==> src/rtl/roi_pkg.sv <==
// rtl/roi_pkg.sv - shared constants and types for the ROI RAM reader
package roi_pkg;

    localparam int NUM_BANKS = 5;
    localparam int BG_BANK   = 4;
    localparam int PIX_W     = 8;

    typedef enum logic [1:0] {
        IDLE,
        ISSUE,
        DRAIN
    } state_t;

    typedef struct packed {
        logic [PIX_W-1:0] data;
        logic [2:0]       bank;
        logic             last;
    } beat_t;

endpackage

==> src/rtl/roi_skid_buf.sv <==
// rtl/roi_skid_buf.sv - 2-entry ready/valid beat buffer with pass-through and occupancy
module roi_skid_buf
    import roi_pkg::*;
(
    input  logic       clk,
    input  logic       rst,
    input  beat_t      in_tdata,
    input  logic       in_tvalid,
    output beat_t      out_tdata,
    output logic       out_tvalid,
    input  logic       out_tready,
    output logic [1:0] occupancy
);

    beat_t mem [2];
    logic  rd_ptr;
    logic  wr_ptr;
    logic  push;
    logic  pop;

    // Oldest stored beat wins; an arriving beat passes straight through when nothing is stored
    always_comb begin
        out_tvalid = (occupancy != 2'd0) || in_tvalid;
        out_tdata  = '0;
        if (occupancy != 2'd0) begin
            out_tdata = mem[rd_ptr];
        end else if (in_tvalid) begin
            out_tdata = in_tdata;
        end
        pop  = (occupancy != 2'd0) && out_tready;
        push = in_tvalid && !((occupancy == 2'd0) && out_tready);
    end

    // Storage, pointers and occupancy; upstream credit keeps pushes away from a full buffer
    always_ff @(posedge clk) begin
        if (rst) begin
            mem[0]    <= '0;
            mem[1]    <= '0;
            rd_ptr    <= 1'b0;
            wr_ptr    <= 1'b0;
            occupancy <= 2'd0;
        end else begin
            if (push) begin
                mem[wr_ptr] <= in_tdata;
                wr_ptr      <= ~wr_ptr;
            end
            if (pop) begin
                rd_ptr <= ~rd_ptr;
            end
            case ({push, pop})
                2'b10:   occupancy <= occupancy + 2'd1;
                2'b01:   occupancy <= occupancy - 2'd1;
                default: occupancy <= occupancy;
            endcase
        end
    end

endmodule

==> src/rtl/roi_ram_reader.sv <==
// rtl/roi_ram_reader.sv - ROI bank patch read sequencer; background bank 4 enabled by ROI_READER_BG_EN
module roi_ram_reader
    import roi_pkg::*;
#(
    parameter int WIDTH   = 14,
    parameter int ADDR_W  = 15,
    parameter int DATA_W  = PIX_W,
    parameter int ROI_W   = 128,
    parameter int ROI_H   = 128,
    parameter int PATCH_W = 8,
    parameter int PATCH_H = 8
) (
    input  logic                          clk,
    input  logic                          rst,
    input  logic                          start,
    input  logic [NUM_BANKS*WIDTH-1:0]    off_x,
    input  logic [NUM_BANKS*WIDTH-1:0]    off_y,
    output logic [NUM_BANKS*ADDR_W-1:0]   addr_a_5,
    output logic [NUM_BANKS-1:0]          re_5,
    input  logic [NUM_BANKS*DATA_W-1:0]   q_5,
    output logic [DATA_W-1:0]             pix_data,
    output logic [2:0]                    pix_bank,
    output logic                          pix_last,
    output logic                          pix_valid,
    input  logic                          pix_ready,
    output logic                          busy,
    output logic                          done,
    output logic                          err
);

`ifdef ROI_READER_BG_EN
    localparam int LAST_BANK = BG_BANK;
`else
    localparam int LAST_BANK = BG_BANK - 1;
`endif
    localparam logic [ADDR_W-1:0] ROW_STEP = ADDR_W'(ROI_W - PATCH_W + 1);

    state_t            state;
    state_t            state_next;
    logic [ADDR_W-1:0] base [NUM_BANKS];
    logic [ADDR_W-1:0] next_base;
    logic [ADDR_W-1:0] addr;
    logic [2:0]        bank;
    logic [15:0]       row;
    logic [15:0]       col;
    logic              range_ok;
    logic              issue;
    logic              final_read;
    logic              accept_last;
    logic              inflight;
    logic [2:0]        inflight_bank;
    logic              inflight_last;
    beat_t             in_beat;
    beat_t             out_beat;
    logic [1:0]        occupancy;

    // Every enabled bank must keep its whole patch inside the ROI
    always_comb begin
        range_ok = 1'b1;
        for (int k = 0; k <= LAST_BANK; k++) begin
            if (int'(off_x[k*WIDTH +: WIDTH]) > ROI_W - PATCH_W) range_ok = 1'b0;
            if (int'(off_y[k*WIDTH +: WIDTH]) > ROI_H - PATCH_H) range_ok = 1'b0;
        end
    end

    // Position flags and the start address of the bank that follows the current one
    always_comb begin
        final_read  = (bank == 3'(LAST_BANK)) && (row == 16'(PATCH_H - 1)) && (col == 16'(PATCH_W - 1));
        accept_last = pix_valid && pix_ready && pix_last;
        next_base   = '0;
        for (int k = 1; k < NUM_BANKS; k++) begin
            if (bank == 3'(k - 1)) next_base = base[k];
        end
    end

    // State register
    always_ff @(posedge clk) begin
        if (rst) state <= IDLE;
        else     state <= state_next;
    end

    // Next state and read credit: stored beats plus the read in flight stay below two
    always_comb begin
        state_next = state;
        issue      = 1'b0;
        case (state)
            IDLE: begin
                if (start && range_ok) state_next = ISSUE;
            end
            ISSUE: begin
                issue = ({1'b0, occupancy} + {2'b00, inflight}) < 3'd2;
                if (issue && final_read) state_next = DRAIN;
            end
            DRAIN: begin
                if (accept_last) state_next = IDLE;
            end
            default: state_next = IDLE;
        endcase
    end

    // Only the bank being walked sees its address; every other bank reads 0
    always_comb begin
        re_5     = '0;
        addr_a_5 = '0;
        busy     = (state != IDLE);
        for (int k = 0; k <= LAST_BANK; k++) begin
            if ((state == ISSUE) && (bank == 3'(k))) begin
                addr_a_5[k*ADDR_W +: ADDR_W] = addr;
                re_5[k]                      = issue;
            end
        end
    end

    // Patch walk: origins latched as bank bases at start, then +1, +row step, or next base
    always_ff @(posedge clk) begin
        if (rst) begin
            for (int k = 0; k < NUM_BANKS; k++) base[k] <= '0;
            addr <= '0;
            bank <= 3'd0;
            row  <= 16'd0;
            col  <= 16'd0;
        end else if (state == IDLE) begin
            if (start && range_ok) begin
                for (int k = 0; k < NUM_BANKS; k++) begin
                    base[k] <= ADDR_W'(int'(off_y[k*WIDTH +: WIDTH]) * ROI_W + int'(off_x[k*WIDTH +: WIDTH]));
                end
                addr <= ADDR_W'(int'(off_y[0 +: WIDTH]) * ROI_W + int'(off_x[0 +: WIDTH]));
                bank <= 3'd0;
                row  <= 16'd0;
                col  <= 16'd0;
            end
        end else if (issue) begin
            if (col == 16'(PATCH_W - 1)) begin
                col <= 16'd0;
                if (row == 16'(PATCH_H - 1)) begin
                    row <= 16'd0;
                    if (!final_read) begin
                        bank <= bank + 3'd1;
                        addr <= next_base;
                    end
                end else begin
                    row  <= row + 16'd1;
                    addr <= addr + ROW_STEP;
                end
            end else begin
                col  <= col + 16'd1;
                addr <= addr + 1'b1;
            end
        end
    end

    // Track the read whose data returns next cycle, plus the done and err pulses
    always_ff @(posedge clk) begin
        if (rst) begin
            inflight      <= 1'b0;
            inflight_bank <= 3'd0;
            inflight_last <= 1'b0;
            done          <= 1'b0;
            err           <= 1'b0;
        end else begin
            inflight      <= issue;
            inflight_bank <= bank;
            inflight_last <= issue && final_read;
            done          <= (state == DRAIN) && accept_last;
            err           <= (state == IDLE) && start && !range_ok;
        end
    end

    // Select the returning bank's data and tag it
    always_comb begin
        in_beat = '0;
        for (int k = 0; k < NUM_BANKS; k++) begin
            if (inflight_bank == 3'(k)) in_beat.data = q_5[k*DATA_W +: DATA_W];
        end
        in_beat.bank = inflight_bank;
        in_beat.last = inflight_last;
    end

    roi_skid_buf u_buf (
        .clk        (clk),
        .rst        (rst),
        .in_tdata   (in_beat),
        .in_tvalid  (inflight),
        .out_tdata  (out_beat),
        .out_tvalid (pix_valid),
        .out_tready (pix_ready),
        .occupancy  (occupancy)
    );

    assign pix_data = out_beat.data;
    assign pix_bank = out_beat.bank;
    assign pix_last = out_beat.last;

endmodule

==> config.mk <==
export PLATFORM = sky130hd
export DESIGN_NAME = roi_ram_reader
export DESIGN_NICKNAME = d
export VERILOG_FILES = /design/src/rtl/roi_pkg.sv /design/src/rtl/roi_skid_buf.sv /design/src/rtl/roi_ram_reader.sv
export SDC_FILE = /design/constraint.sdc
export NUM_CORES = 1
export LEC_CHECK = 0
export ABC_AREA = 1
export CORE_MARGIN = 3
export CORE_UTILIZATION = 25
export DETAILED_ROUTE_END_ITERATION = 12
export PLACE_DENSITY = 0.51
export SYNTH_ARGS = -nofsm -noshare
export SYNTH_HDL_FRONTEND = slang
export SYNTH_SLANG_ARGS = --single-unit
==> constraint.sdc <==
create_clock -name clk -period 3.6 [get_ports clk]
set_input_delay 0.72 -clock clk [delete_from_list [all_inputs] [get_ports clk]]
set_output_delay 0.72 -clock clk [all_outputs]
set_load 0.01 [all_outputs]
==> metrics.txt <==
outcome=finished clean; post-place setup slack=0.106 ns; Final Cell Area=0.0145 mm²; non-filler cells, final=2375; first-pass GRT wire length=55.6 mm; type of the worst min-delay path=reg -> reg; placed insts=2340; worst relative slew slack=0.475; top_reg_cell synth=edfxtp_1; Leak Pwr=5.85 nW; synth unique cells=48; Vias/cell=4.59; cell family with most CP delay=compound AO/OA/AOI/OAI gates; clk sinks=148; most frequent cells in the layout=nor2_1 (379), nand2_1 (302), clkdlybuf4s50_1 (257); CP cell instances=clkinvlp_4 -> nand3_2 -> o221ai_1 -> a221oi_1 -> o21ai_0 -> clkdlybuf4s50_1; Post-Synthesis Cells=1575; GRT Util Overall=0.154; GR Overflow Total=0; Critical Path Sink Type=output pin; switching part of the total=0.244; layout cell share with drive strength beyond 1=0.0545; FFs w/ async S/R, synth=0; antenna violations before repair=9; synth top area cells=edfxtp_1 (23%), nor2_1 (13%), dfxtp_1 (12%), nand2_1 (11%), inv_1 (6.1%); Syn Std Cell Area=0.0108 mm²; vias after detailed routing=10900; Tcrit/Tclk final=0.939; share of the synthesized area in the top cell type=0.235; Final Skew=0.00851 ns; Slowest cell on crit path=clkdlybuf4s50_1; final worst slack=0.219 ns; Ports=280; Finish-stage setup viols=0; final hold slack=0.468 ns; post-synth top area cell=edfxtp_1; Avg WL per Cell=15.0 µm; CTS tree=done; Initial Util=0.255; commonest non-fill, non-tap cell in the layout=nor2_1; max-slew violation count=0; critical path fanouts, max=8; mean area per synthesized cell=6.83 µm²; cell-internal power=0.00312 W; Worst-Margin Slew=0.786 ns; WL final=35.6 mm; crit path buf inv count=2; clk buf depth=2; GP Congestion=0.891; arrival time at the worst endpoint=2.66 ns; # hold bufs at CTS=0; die area=0.0456 mm²; synth warn=0; Req. time, crit path=2.88 ns; Seq/Total Area, Yosys=0.354; Fmax=296 MHz; Comb power frac=0.129; initial DRC count=681; Period minus WS final=3.38 ns; placed cell areas=0.0138 mm²; Layout area overhead=34.6%; I/O Buffers=257; Crit Path Class=reg -> out; setup TNS=0 ns; Die Wd=213 µm; Clock transition at path regs=0.06 ns; Hold Vio Cnt, Final=0; drt pass-1 iters=6; FF+latch count, synth=148; P_sw=0.00101 W; RSZ-0062 raised after global routing=false; vias in the first global route=10300; Critical Path Start Type=flip-flop; clock share of power=0.428; PD cells=285 mW/mm²; final net count=2055; Peak VDD IR=0.000242 V; clock root buffer=clkbuf_16; FP Rows=75; final antenna-violating net count=0; clk_lat worst skew=0.42 ns; Flop pwr share=0.442; Post-DP HPWL=28.2 mm; TritonCTS Buffers=17; Post-synth EDFFs=84; drc violations=0; number of max-cap violations=0; Die Y=213 µm; largest stage delay on the critical path=0.53 ns; H-tree levels=4; largest net degree at the start of global routing=39; core area=0.0422 mm²
state kept, by name (all words and copies together) (netlist names), named ones only:
name / flops
bank: 3
addr: 15
inflight: 1
u_buf.wr_ptr: 1
done: 1
base: 60
u_buf.rd_ptr: 1
state: 2
err: 1
col: 16
inflight_last: 1
u_buf.mem: 24
inflight_bank: 3
row: 16
u_buf.occupancy: 2
metal layers:
metal,part of all wire,up-vias,GRT usage
met1,0.45,4876,0.203
li1,-,5596,-
met4,0.017,14,0.0381
met3,0.072,47,0.0344
met2,0.46,364,0.259
met5,0.0022,-,0
power by group through the flow:
| stage | clock network [W] | logic (W) | registers, W |
|---|---|---|---|
| 6_report | 0.00177 | 0.000534 | 0.00183 |
| 3_5_place_dp | 0 | 0.000534 | 0.00186 |
| 3_3_place_gp | 0 | 0.000533 | 0.00186 |
| 5_1_grt | 0.00188 | 0.000599 | 0.00183 |
| 2_1_floorplan | 0 | 0.000253 | 0.00186 |
| 4_1_cts | 0.00181 | 0.000537 | 0.00183 |
per-stage QoR:
stage | power, W | utilization
after floorplan | 0.00211 | -
after global placement | 0.00240 | 0.327
after detailed placement | 0.00240 | 0.327
after CTS | 0.00417 | 0.342
after global routing | 0.00431 | 0.343
final | 0.00413 | 0.343
worst paths after layout:
kind | slack (ns) | from | cells after the start | endpoint
setup reg to reg | 1.08 | bank[0] | 11 | addr[6]
setup / recovery | 0.22 | inflight_bank[2] | 6 | pix_data[4]
hold / removal | 0.47 | u_buf.rd_ptr | 1 | u_buf.rd_ptr
hold reg to reg | 0.47 | u_buf.rd_ptr | 1 | u_buf.rd_ptr
layout make-up:
type / instances / area (µm²)
Clock inverter: 15 / 155
Tap cell: 539 / 674
Antenna cell: 1 / 2.50
Multi-Input combinational cell: 1194 / 5960
Inverter: 183 / 691
Sequential cell: 148 / 3800
Clock buffer: 17 / 425
Timing Repair Buffer: 278 / 2770
Fill cell: 4563 / 27700
timing repair:
| action | CTS | global route |
|---|---|---|
| resized for setup | 4 | 5 |
| setup buffers | 0 | 2 |
| pin swaps | 0 | 0 |
| setup endpoints to repair | 8 | 18 |
synthesized netlist by cell type, types with 3 or more instances:
cell	number
buf_2	11
o21ai_1	10
edfxtp_1	84
buf_4	18
a31oi_1	4
a21o_1	3
buf_6	11
nand2_2	5
ha_1	44
xor2_1	22
o211ai_1	6
inv_2	9
nor2_1	380
o22ai_1	6
nor2_2	5
nand3b_1	3
nand3_1	118
nor2_4	4
dfxtp_1	64
nand4_1	15
fa_1	5
o21bai_1	5
nand2_1	304
a221oi_1	8
nor3_1	23
a21oi_1	81
o21ai_0	87
or2_2	4
xnor2_1	3
inv_1	174
clkbuf_1	23
o221ai_1	8
nor3b_1	6
a211oi_1	3
worst register-to-register path, cell delays in order (launching register included):
cell and delay (ns):
dfxtp_1 0.35, ha_1 0.22, ha_1 0.20, buf_4 0.19
inv_1 0.51, nand2_1 0.11, o21ai_0 0.40, nand3_1 0.17
nand2_1 0.10, inv_1 0.04, nor2_1 0.09, nor2_1 0.05
logic make-up after synthesis:
kind of cell	after synthesis	synth area share
AO/OA/AOI/OAI	225	0.117
XOR/XNOR	25	0.0204
adder cells (fa/ha/maj)	49	0.0605
buffers and inverters	248	0.102
flip-flops	148	0.354
other	1	0.000349
AND/OR/NAND/NOR	879	0.346
(Power assumes the default switching activity.)
